--- config.mk ---
export PLATFORM = sky130hd
export DESIGN_NAME = shared_arith_arbiter
export DESIGN_NICKNAME = d
export VERILOG_FILES = /design/src/rtl/shared_arith_arbiter.sv
export SDC_FILE = /design/constraint.sdc
export NUM_CORES = 1
export LEC_CHECK = 0
export CELL_PAD_IN_SITES_DETAIL_PLACEMENT = 1
export CELL_PAD_IN_SITES_GLOBAL_PLACEMENT = 1
export CORE_MARGIN = 10
export CORE_UTILIZATION = 22
export DETAILED_ROUTE_END_ITERATION = 12
export GPL_ROUTABILITY_DRIVEN = 0
export GPL_TIMING_DRIVEN = 0
export PLACE_DENSITY_LB_ADDON = 0.1
export SLEW_MARGIN = 5
export SYNTH_ARGS = -nofsm -noshare
export SYNTH_HDL_FRONTEND = slang
export SYNTH_SLANG_ARGS = --single-unit
--- constraint.sdc ---
create_clock -name clk -period 1.4 [get_ports clk]
set_input_delay 0.21 -clock clk [delete_from_list [all_inputs] [get_ports clk]]
set_output_delay 0.21 -clock clk [all_outputs]
set_load 0.1 [all_outputs]
--- src/rtl/shared_arith_arbiter.sv ---
// Round-robin arbiter sharing one multi-cycle arithmetic unit between NUM_REQ requesters.
// Optional WAIT watchdog with error reporting is enabled by defining ARB_TIMEOUT_EN.
module shared_arith_arbiter #(
    parameter int unsigned WORD_SIZE      = 32,
    parameter int unsigned NUM_REQ        = 4,
    parameter int unsigned TIMEOUT_CYCLES = 255
) (
    input  logic                         clk,
    input  logic                         rst,
    input  logic [NUM_REQ-1:0]           req,
    input  logic [NUM_REQ*WORD_SIZE-1:0] req_a,
    input  logic [NUM_REQ*WORD_SIZE-1:0] req_b,
    input  logic [NUM_REQ-1:0]           req_op,
    output logic [NUM_REQ-1:0]           req_done,
    output logic                         req_error,
    output logic [WORD_SIZE-1:0]         result,
    output logic [NUM_REQ-1:0]           grant,
    output logic                         busy,
    output logic                         unit_start,
    output logic                         unit_op,
    output logic [WORD_SIZE-1:0]         unit_a,
    output logic [WORD_SIZE-1:0]         unit_b,
    input  logic                         unit_done,
    input  logic [WORD_SIZE-1:0]         unit_result
);

    localparam int unsigned PtrW = (NUM_REQ > 1) ? $clog2(NUM_REQ) : 1;

    typedef enum logic [1:0] {
        StIdle,
        StIssue,
        StWait,
        StResp
    } state_e;

    state_e                 state_q, state_d;
    logic [PtrW-1:0]        ptr_q;
    logic [PtrW-1:0]        gidx_q;
    logic [PtrW-1:0]        ptr_next;
    logic [PtrW-1:0]        sel_idx;
    logic [PtrW-1:0]        cand_idx;
    int                     cand;
    logic                   sel_valid;
    logic [WORD_SIZE-1:0]   sel_a, sel_b;
    logic                   sel_op;
    logic [WORD_SIZE-1:0]   a_q, b_q, result_q;
    logic                   op_q;
    logic                   timeout_hit;
    logic                   err_flag;

    // First requesting index at or above ptr_q, wrapping modulo NUM_REQ.
    always_comb begin
        sel_valid = 1'b0;
        sel_idx   = '0;
        cand      = 0;
        cand_idx  = '0;
        for (int off = 0; off < int'(NUM_REQ); off++) begin
            cand     = (int'(ptr_q) + off) % int'(NUM_REQ);
            cand_idx = PtrW'(cand);
            if (!sel_valid && req[cand_idx]) begin
                sel_valid = 1'b1;
                sel_idx   = cand_idx;
            end
        end
    end

    always_comb begin
        sel_a  = '0;
        sel_b  = '0;
        sel_op = 1'b0;
        for (int i = 0; i < int'(NUM_REQ); i++) begin
            if (sel_idx == PtrW'(i)) begin
                sel_a  = req_a[i*WORD_SIZE +: WORD_SIZE];
                sel_b  = req_b[i*WORD_SIZE +: WORD_SIZE];
                sel_op = req_op[i];
            end
        end
    end

    assign ptr_next = (gidx_q == PtrW'(NUM_REQ - 1)) ? '0 : gidx_q + PtrW'(1);

`ifdef ARB_TIMEOUT_EN
    localparam int unsigned CntW =
        ($clog2(TIMEOUT_CYCLES + 1) > 8) ? $clog2(TIMEOUT_CYCLES + 1) : 8;

    logic [CntW-1:0] cnt_q;
    logic            err_q;

    // cnt_q holds the number of WAIT cycles already elapsed before the current one.
    assign timeout_hit = (state_q == StWait) && (cnt_q == CntW'(TIMEOUT_CYCLES - 1));
    assign err_flag    = err_q;

    always_ff @(posedge clk) begin
        if (!rst) begin
            cnt_q <= '0;
            err_q <= 1'b0;
        end else begin
            if (state_q == StIssue) begin
                cnt_q <= '0;
                err_q <= 1'b0;
            end else if (state_q == StWait) begin
                cnt_q <= cnt_q + CntW'(1);
                if (unit_done) begin
                    err_q <= 1'b0;
                end else if (timeout_hit) begin
                    err_q <= 1'b1;
                end
            end
        end
    end
`else
    logic unused_timeout_cfg;

    assign unused_timeout_cfg = ^TIMEOUT_CYCLES;
    assign timeout_hit        = 1'b0;
    assign err_flag           = 1'b0;
`endif

    // State register
    always_ff @(posedge clk) begin
        if (!rst) begin
            state_q <= StIdle;
        end else begin
            state_q <= state_d;
        end
    end

    // Next-state logic
    always_comb begin
        state_d = state_q;
        unique case (state_q)
            StIdle:  if (sel_valid) state_d = StIssue;
            StIssue: state_d = StWait;
            StWait:  if (unit_done || timeout_hit) state_d = StResp;
            StResp:  state_d = StIdle;
            default: state_d = StIdle;
        endcase
    end

    // Grant bookkeeping, operand latch and result capture
    always_ff @(posedge clk) begin
        if (!rst) begin
            ptr_q    <= '0;
            gidx_q   <= '0;
            a_q      <= '0;
            b_q      <= '0;
            op_q     <= 1'b0;
            result_q <= '0;
        end else begin
            if (state_q == StIdle && sel_valid) begin
                gidx_q <= sel_idx;
                a_q    <= sel_a;
                b_q    <= sel_b;
                op_q   <= sel_op;
            end
            if (state_q == StWait) begin
                if (unit_done) begin
                    result_q <= unit_result;
                end else if (timeout_hit) begin
                    result_q <= '0;
                end
            end
            if (state_q == StResp) begin
                ptr_q <= ptr_next;
            end
        end
    end

    // Outputs
    always_comb begin
        grant      = '0;
        req_done   = '0;
        busy       = (state_q != StIdle);
        unit_start = (state_q == StIssue);
        req_error  = 1'b0;
        if (state_q != StIdle) begin
            grant[gidx_q] = 1'b1;
        end
        if (state_q == StResp) begin
            req_done[gidx_q] = 1'b1;
            req_error        = err_flag;
        end
    end

    assign result  = result_q;
    assign unit_a  = a_q;
    assign unit_b  = b_q;
    assign unit_op = op_q;

endmodule

# Word level (Yosys, flattened, before mapping)
# Index checks and enable logic that the tools add are counted.
word_totals:
  input_bits: 299
  elab_cells: 75
  reg_bits: 103
classes:
  mux: 36
  eq_ne: 9
  n_reduce_logical: 13
  n_addsub: 4
  n_lt_le_gt_ge: 6
op_table:
  columns: ["cell", "n"]
  rows:
  - ["two-way mux 32 bit", 8]
  - ["less-than comparator 2 x 3 -> 1 bit (second input constant)", 5]
  - ["two-way mux 2 bit", 7]
  - ["two-way mux 1 bit", 13]
  - ["equality test 2 bit (second input constant)", 5]
  - ["binary-select mux 1 bit (select 2 bit)", 4]
  - ["two-way mux 4 bit", 2]
  - ["one-hot mux 2 bit (4 select lines)", 1]
  - ["logical AND 1 bit", 5]
  - ["adder 2 x 1 -> 2 bit (second input constant)", 2]
  - ["adder 2 bit (second input constant)", 2]
  - ["equality test 2 x 1 -> 1 bit (second input constant)", 2]
  - ["zero test 2 bit", 2]
  - ["!= test 2 bit (second input constant)", 2]
  - ["AND reduction 2 bit", 2]
  - ["zero test 1 bit", 3]
  - ["demux 1 bit (select 2 bit)", 1]
  - ["greater-or-equal comparator 2 x 1 -> 1 bit (second input constant)", 1]
  - ["nonzero test 2 bit", 1]

# Depth between registers and ports, before layout
# Gate-level depths: netlist of run 1.
depth:
  word_depth: 17
  mapped_depth: 8
  mapped_depth_nobuf: 7

# Worst setup path after synthesis of run 1
# Ideal clock, no wire load.
synth_timing:
  kind: "reg2reg"
  startpoint: "register state_q[0]"
  endpoint: "register a_q[0] (netlist: unit_a[0])"
  arrival_ns: 2.153
  path_stages_with_launch: 9
  period_less_slack_ns: 2.280
  setup_time_ns: 0.128
  slack_ns: -0.880
  path_cell_list: "dfxtp_1 > inv_1 > ha_1 > inv_1 > nor2_1 > nand3_1 > buf_2 > buf_4 > o221ai_2"
synth_between:
  elab_chain_len: 2
synth_lines:
  columns: ["element", "line_no", "rtl"]
  rows:
  - ["from (decl)", "36", "state_e state_q, state_d;"]
  - ["from (signal assigned)", "122", "state_q <= StIdle;"]
  - ["from (signal assigned)", "124", "state_q <= state_d;"]
  - ["zero test 2 bit", "150", "if (state_q == StIdle && sel_valid) begin"]
  - ["logical AND 1 bit", "150", null]
  - ["to (signal assigned)", "152", "a_q <= sel_a;"]
  - ["to (decl)", "46", "logic [WORD_SIZE-1:0] a_q, b_q, result_q;"]
# Every way passes these cells.
# A chain may end at the register's enable or synchronous reset.

# Worst setup path after layout of run 1
layout_timing:
  startpoint: "register ptr_q[0]"
  endpoint: "register a_q[25] (netlist: unit_a[25])"
layout_between:
  elab_chain_len: 17
  word_cells_on_any_way: 34
  classes_between: "add/sub: 3; eq/ne: 3; mux: 20; reduce/logical: 8"
layout_lines:
  columns: ["element", "line_no", "rtl"]
  rows:
  - ["from (decl)", "37", "logic [PtrW-1:0] ptr_q;"]
  - ["from (signal assigned)", "164", "ptr_q <= ptr_next;"]
  - ["branches (longest 17 deep; another with adder 2 x 1 -> 2 bit)", null, null]
# Parallel ways; which one is timed is not known. The select of a mux whose other input is x is not followed.

==> results of run 1 <==
## metal layers
| metal | global-route usage [%] | vias to the layer above |
|---|---|---|
| li1 | - | 2964 |
| met1 | 20.52 | 2902 |
| met2 | 34.12 | 225 |
| met3 | 7.572 | 22 |
| met4 | 4.686 | 2 |
| met5 | 0 | - |
## cells by family (layout without fill, tap and decap cells)
logic type / after synthesis / in the layout / synth area share (%)
fa+ha+maj: 9 / 9 / 1.974
other cells: 1 / 6 / 0.06573
mux: 132 / 132 / 23.16
compound gates: 110 / 110 / 21.36
buf+inv: 55 / 508 / 5.987
simple gates: 157 / 157 / 11.32
flops: 103 / 103 / 36.14
## synth_stat cells
library cell and n:
a221oi_2 1, inv_2 1, nand2b_1 3, a21oi_2 1
ha_1 9, nand3_1 1, a21boi_1 1, buf_4 15
nor2b_1 8, nor4_2 1, o211a_1 1, inv_1 7
dfxtp_1 103, a22o_1 1, nand3b_1 1, clkbuf_1 13
buf_6 8, nand2_1 134, a21boi_0 33, conb_1 1
o221ai_2 50, and2_1 6, a211o_1 1, o221ai_1 15
o21ai_1 1, mux2i_1 132, nor2_1 3, a21oi_1 5
buf_2 9, clkbuf_4 2
## repair_timing
item / in CTS / in global routing
endpoints found under the setup margin: 206 / 116
buffers inserted: 15 / 14
pin swaps: 9 / 7
cloned: 6 / 1
resized for setup: 780 / 51
## area by class of cell
cell class | count | area [um^2] | share of cell area [%]
Clock buffer | 11 | 252.7 | 2.162
Buffer | 45 | 598.1 | 5.116
Multi-Input combinational cell | 409 | 4104 | 35.11
Tap cell | 330 | 412.9 | 3.532
Inverter | 8 | 38.79 | 0.3318
Timing Repair Buffer | 439 | 4154 | 35.53
Sequential cell | 103 | 2077 | 17.77
Clock inverter | 5 | 40.04 | 0.3425
Antenna cell | 5 | 12.51 | 0.1070
## state kept, by name, indices dropped and copies added (netlist names)
name,flops
unit_b,32
result,32
unit_op,1
unit_a,32
gidx_q,2
ptr_q,2
state_q,2
## through the flow
stage	setup TNS, ps	hold WS [ps]	utilization, %
after CTS	-27040	393.3	44.95
final	-27280	397.1	46.16
after global placement	-119200	443.1	40.49
after global routing	-32990	403.3	46.15
after detailed placement	-121150	451.0	40.49
after floorplan	-34660	354.9	-
## worst max-delay path, delay by kind of cell, from the launching register on
| kind | cells | cell delay (ps) |
|---|---|---|
| multiplexers | 1 | 210 |
| AND/OR/NAND/NOR | 1 | 140 |
| AO/OA/AOI/OAI | 3 | 500 |
| flip-flops | 1 | 330 |
| buffers and inverters | 4 | 560 |
## where the power goes
part | switching, mW | internal [mW] | total, mW
clock | 1.27 | 1.33 | 2.59
combinational | 8.92 | 3.95 | 12.9
sequential | 0.424 | 3.73 | 4.16
## worst paths after layout
check        cells past startpoint            from  slack [ps]    endpoint
max reg2reg                      9        ptr_q[0]        -470  unit_a[25]
max                              9        ptr_q[0]        -470  unit_a[25]
min reg2reg                      2      result[17]         450  result[17]
min                              3  unit_result[1]         400   result[1]
==> flow_summary.toml, run 1 <==
[worst_setup_path]
cp.arrival_ps = 2100
max_stage_delay_ps = 330
crit_fanout = 6
cp_common_cell = "buf_12"
path_class = "flip-flop to flip-flop"
worstSetupEndpointType = "flip-flop"
cp_slowest_cell = "dfxtp_2"
required_ps = 1630
crit_chain = "nand2b_4 > a21oi_1 > a21oi_4 > buf_12 > buf_12 > buf_16 > buf_4 > mux2i_2 > o221ai_2"
cp-start-kind = "flip-flop"

[cts]
clock_sinks = 103
cts_tree = "yes"
clk_path_buf_depth = 2
clock_latency_ps = 350
numCtsBuffers = 9
hold_buffers = 0
htreeDepth = 3
clk_pin_slew_ps = 80
root_buffer = "clkbuf_16"

[cells_and_area]
syn_to_final_growth_pct = 104.9
layout_common_cells = "clkdlybuf4s50_1, nand2_1, dfxtp_1, buf_2, mux2i_1"
design_area_um2 = 11690
layout.cells.non_filler = 1355
final_nets = 1323
nFillCells = 2791
drive_gt1_share_pct = 35.00
mostFrequentLayoutCell = "clkdlybuf4s50_1"

[timing]
max_freq_mhz = 535.6
relSlewSlack_pct = 64.39
finalSetupViolations = 76
finalHoldViolCount = 0
worstMarginPinSlew_ps = 537.9
rsz0062_at_grt = "true"
fin_crit_ps = 1867
min_period_over_period_pct = 133.4
fin_ws_ps = -467.0
drv_slew = 0
skew_ps = 7.671

[synthesis]
synth.area.top_cells = "dfxtp_1, mux2i_1, o221ai_2"
syn_avg_cell_area_um2 = 10.06
seq_area_frac_synth_pct = 36.14
netlist_area_um2 = 5705
netlist.area_leader.share_pct = 36.14
synth_warnings = 0
synth_seq_cells = 103
syn-num-nets = 875
synth_cell_type_count = 30
synthCells = 567
synth.largest_area_cell = "dfxtp_1"

[routing]
firstDrtPassIters = 4
vias = 6115
drc = 0
via_per_inst = 4.513
drt-total-wl_um = 32760
drt.antenna.violating_nets = 0
top_layer = "met5"
m1WireLength_um = 12500
dr.first_iter.drc_count = 118
wl_met3_um = 2756
route.met2.wl_um = 17020
post_drt_wl_per_cell_um = 24.18

[die]
fp.dieW_um = 181.0
coreArea_um2 = 25330
die-area_um2 = 32780
std_cell_rows = 58
die_h_um = 181.0
ioPinCount = 407
initial_utilization_pct = 22.53

[power]
vdd_drop_max_mv = 0.7825
p_leak_nw = 4.372
total_power_mw = 19.62
power_density_nw_per_um2 = 1678

[global_route]
grt_max_degree = 18
grt_pass1_vias = 6609
grt_pass1_wl_um = 47300
grt_usage_pct = 19.07
antenna_found_initial = 6
grt-ovfl-total = 0

[hold_path]
min_path_type = "input pin to flip-flop"

[placement]
dp_slack_ps = -1256
place_inst = 1302
numPortBuffers = 405
dpl.hpwl_um = 26180
place_area_um2 = 10250

[run_status]
status = "finished, violations left"
violations = "negative setup slack"

[job]
max_cap_viol_count = 0
(Power assumes the default switching activity.)
==> run 2: changes to the inputs <==
GPL_ROUTABILITY_DRIVEN = not set   (was 0)
SLEW_MARGIN = not set   (was 5)
clock period = 1.7 ns   (was 1.4 ns; I/O delays follow)
==> flow_summary.toml, run 2 (same netlist as run 1, synthesis figures left out) <==
[die]
ioPinCount = 407
std_cell_rows = 58
die-area_um2 = 32780
coreArea_um2 = 25330
fp.dieW_um = 181.0
initial_utilization_pct = 22.53
die_h_um = 181.0

[cts]
numCtsBuffers = 9
hold_buffers = 0
clk_path_buf_depth = 2
clock_latency_ps = 360
clk_pin_slew_ps = 80
htreeDepth = 3
clock_sinks = 103
root_buffer = "clkbuf_16"
cts_tree = "yes"

[timing]
worstMarginPinSlew_ps = 626.0
holdWs_ps = 448.8
min_period_over_period_pct = 104.7
relSlewSlack_pct = 58.46
max_freq_mhz = 561.8
drv_slew = 0
finalSetupViolations = 59
finalSetupTns_ps = -2211
fin_ws_ps = -79.84
finalHoldViolCount = 0
skew_ps = 5.356
rsz0062_at_grt = "true"
fin_crit_ps = 1780

[placement]
numPortBuffers = 405
place_area_um2 = 10250
dpl.hpwl_um = 25980
dp_slack_ps = -929.7
place_inst = 1302
gp_congestion = 0.7714

[power]
power_frac_seq_pct = 20.3
clkPwrFrac_pct = 13.5
power_density_nw_per_um2 = 1329
power_switching_mw = 8.901
vdd_drop_max_mv = 0.7892
power_frac_comb_pct = 66.2
p_leak_nw = 4.406
p_int_mw = 8.048
p_sw_share_pct = 52.52

[routing]
dr.first_iter.drc_count = 180
drt.antenna.violating_nets = 0
vias = 6224
drc = 0
drt-total-wl_um = 33540
firstDrtPassIters = 4
post_drt_wl_per_cell_um = 24.57
via_per_inst = 4.560

[worst_setup_path]
path_class = "flip-flop to flip-flop"
required_ps = 1950
cp-start-kind = "flip-flop"
worstSetupEndpointType = "flip-flop"
crit_chain = "a21oi_4 > o21ai_4 > a21oi_4 > buf_6 > clkbuf_16 > clkbuf_16 > mux2i_1 > o221ai_2"
cp_slowest_cell = "dfxtp_4"
crit_fanout = 5
max_stage_delay_ps = 360
cp.arrival_ps = 2030
regToRegSetupSlack_ps = -80

[global_route]
grt_usage_pct = 19.36
grt_pass1_vias = 6733
antenna_found_initial = 7
grt_pass1_wl_um = 48200
grt-ovfl-total = 0
grt_max_degree = 20

[cells_and_area]
nFillCells = 2654
layout_common_cells = "clkdlybuf4s50_1, nand2_1, clkdlybuf4s15_2, dfxtp_1, mux2i_4"
drive_gt1_share_pct = 36.88
mostFrequentLayoutCell = "clkdlybuf4s50_1"
syn_to_final_growth_pct = 123.4
final_nets = 1336
layout.cells.non_filler = 1365
design_area_um2 = 12750
multiInputGateArea_um2 = 4327
seq_area_um2 = 2077

[hold_path]
min_path_type = "input pin to flip-flop"

[run_status]
violations = "negative setup slack"
status = "finished, violations left"

[job]
max_cap_viol_count = 0
-- run 2: per-stage QoR --
step	util, %	power, mW
floorplan	-	10.36
global placement	40.46	13.18
detailed placement	40.46	13.27
CTS	48.01	16.70
global route	50.33	17.67
finish	50.34	16.95
-- run 2: cell type report --
cell class | count | share of cell area (%)
Clock inverter | 7 | 0.6968
Inverter | 8 | 0.3042
Antenna cell | 2 | 0.03926
Tap cell | 330 | 3.239
Clock buffer | 9 | 1.767
Timing Repair Buffer | 453 | 39.05
Multi-Input combinational cell | 409 | 33.94
Sequential cell | 103 | 16.29
Buffer | 44 | 4.672
-- run 2: worst max-delay path, delay by kind of cell (launching register included) --
family / cells / cell delay (ps)
mux: 1 / 230
buf+inv: 3 / 480
flops: 1 / 360
compound gates: 4 / 580
-- run 2: layer usage --
metal | global-route usage, % | vias up | part of all wire, %
li1 | - | 3006 | -
met1 | 21.27 | 2959 | 39
met2 | 34.76 | 220 | 52
met3 | 7.612 | 29 | 8.2
met4 | 3.417 | 10 | 1.2
met5 | 0 | - | 0.20
-- run 2: timing repair --
item	CTS	global route
setup endpoints to repair	203	105
cloned	12	5
pin swaps	30	44
gates resized for setup	558	108
buffers inserted	31	5
-- run 2: worst paths after layout --
check / from / cells past startpoint / to
max: ptr_q[1] / 8 / unit_a[16]
min: unit_result[3] / 3 / result[3]
max reg2reg: ptr_q[1] / 8 / unit_a[16]
min reg2reg: unit_b[9] / 2 / unit_b[9]
-- run 2: power groups by stage --
stage | clock network [mW] | logic (mW) | registers [mW]
after global placement | 0 | 9.75 | 3.43
after floorplan | 0 | 2.57 | 7.79
after CTS | 2.39 | 10.9 | 3.43
after global routing | 2.49 | 11.6 | 3.53
after detailed placement | 0 | 9.79 | 3.47
final | 2.29 | 11.2 | 3.44
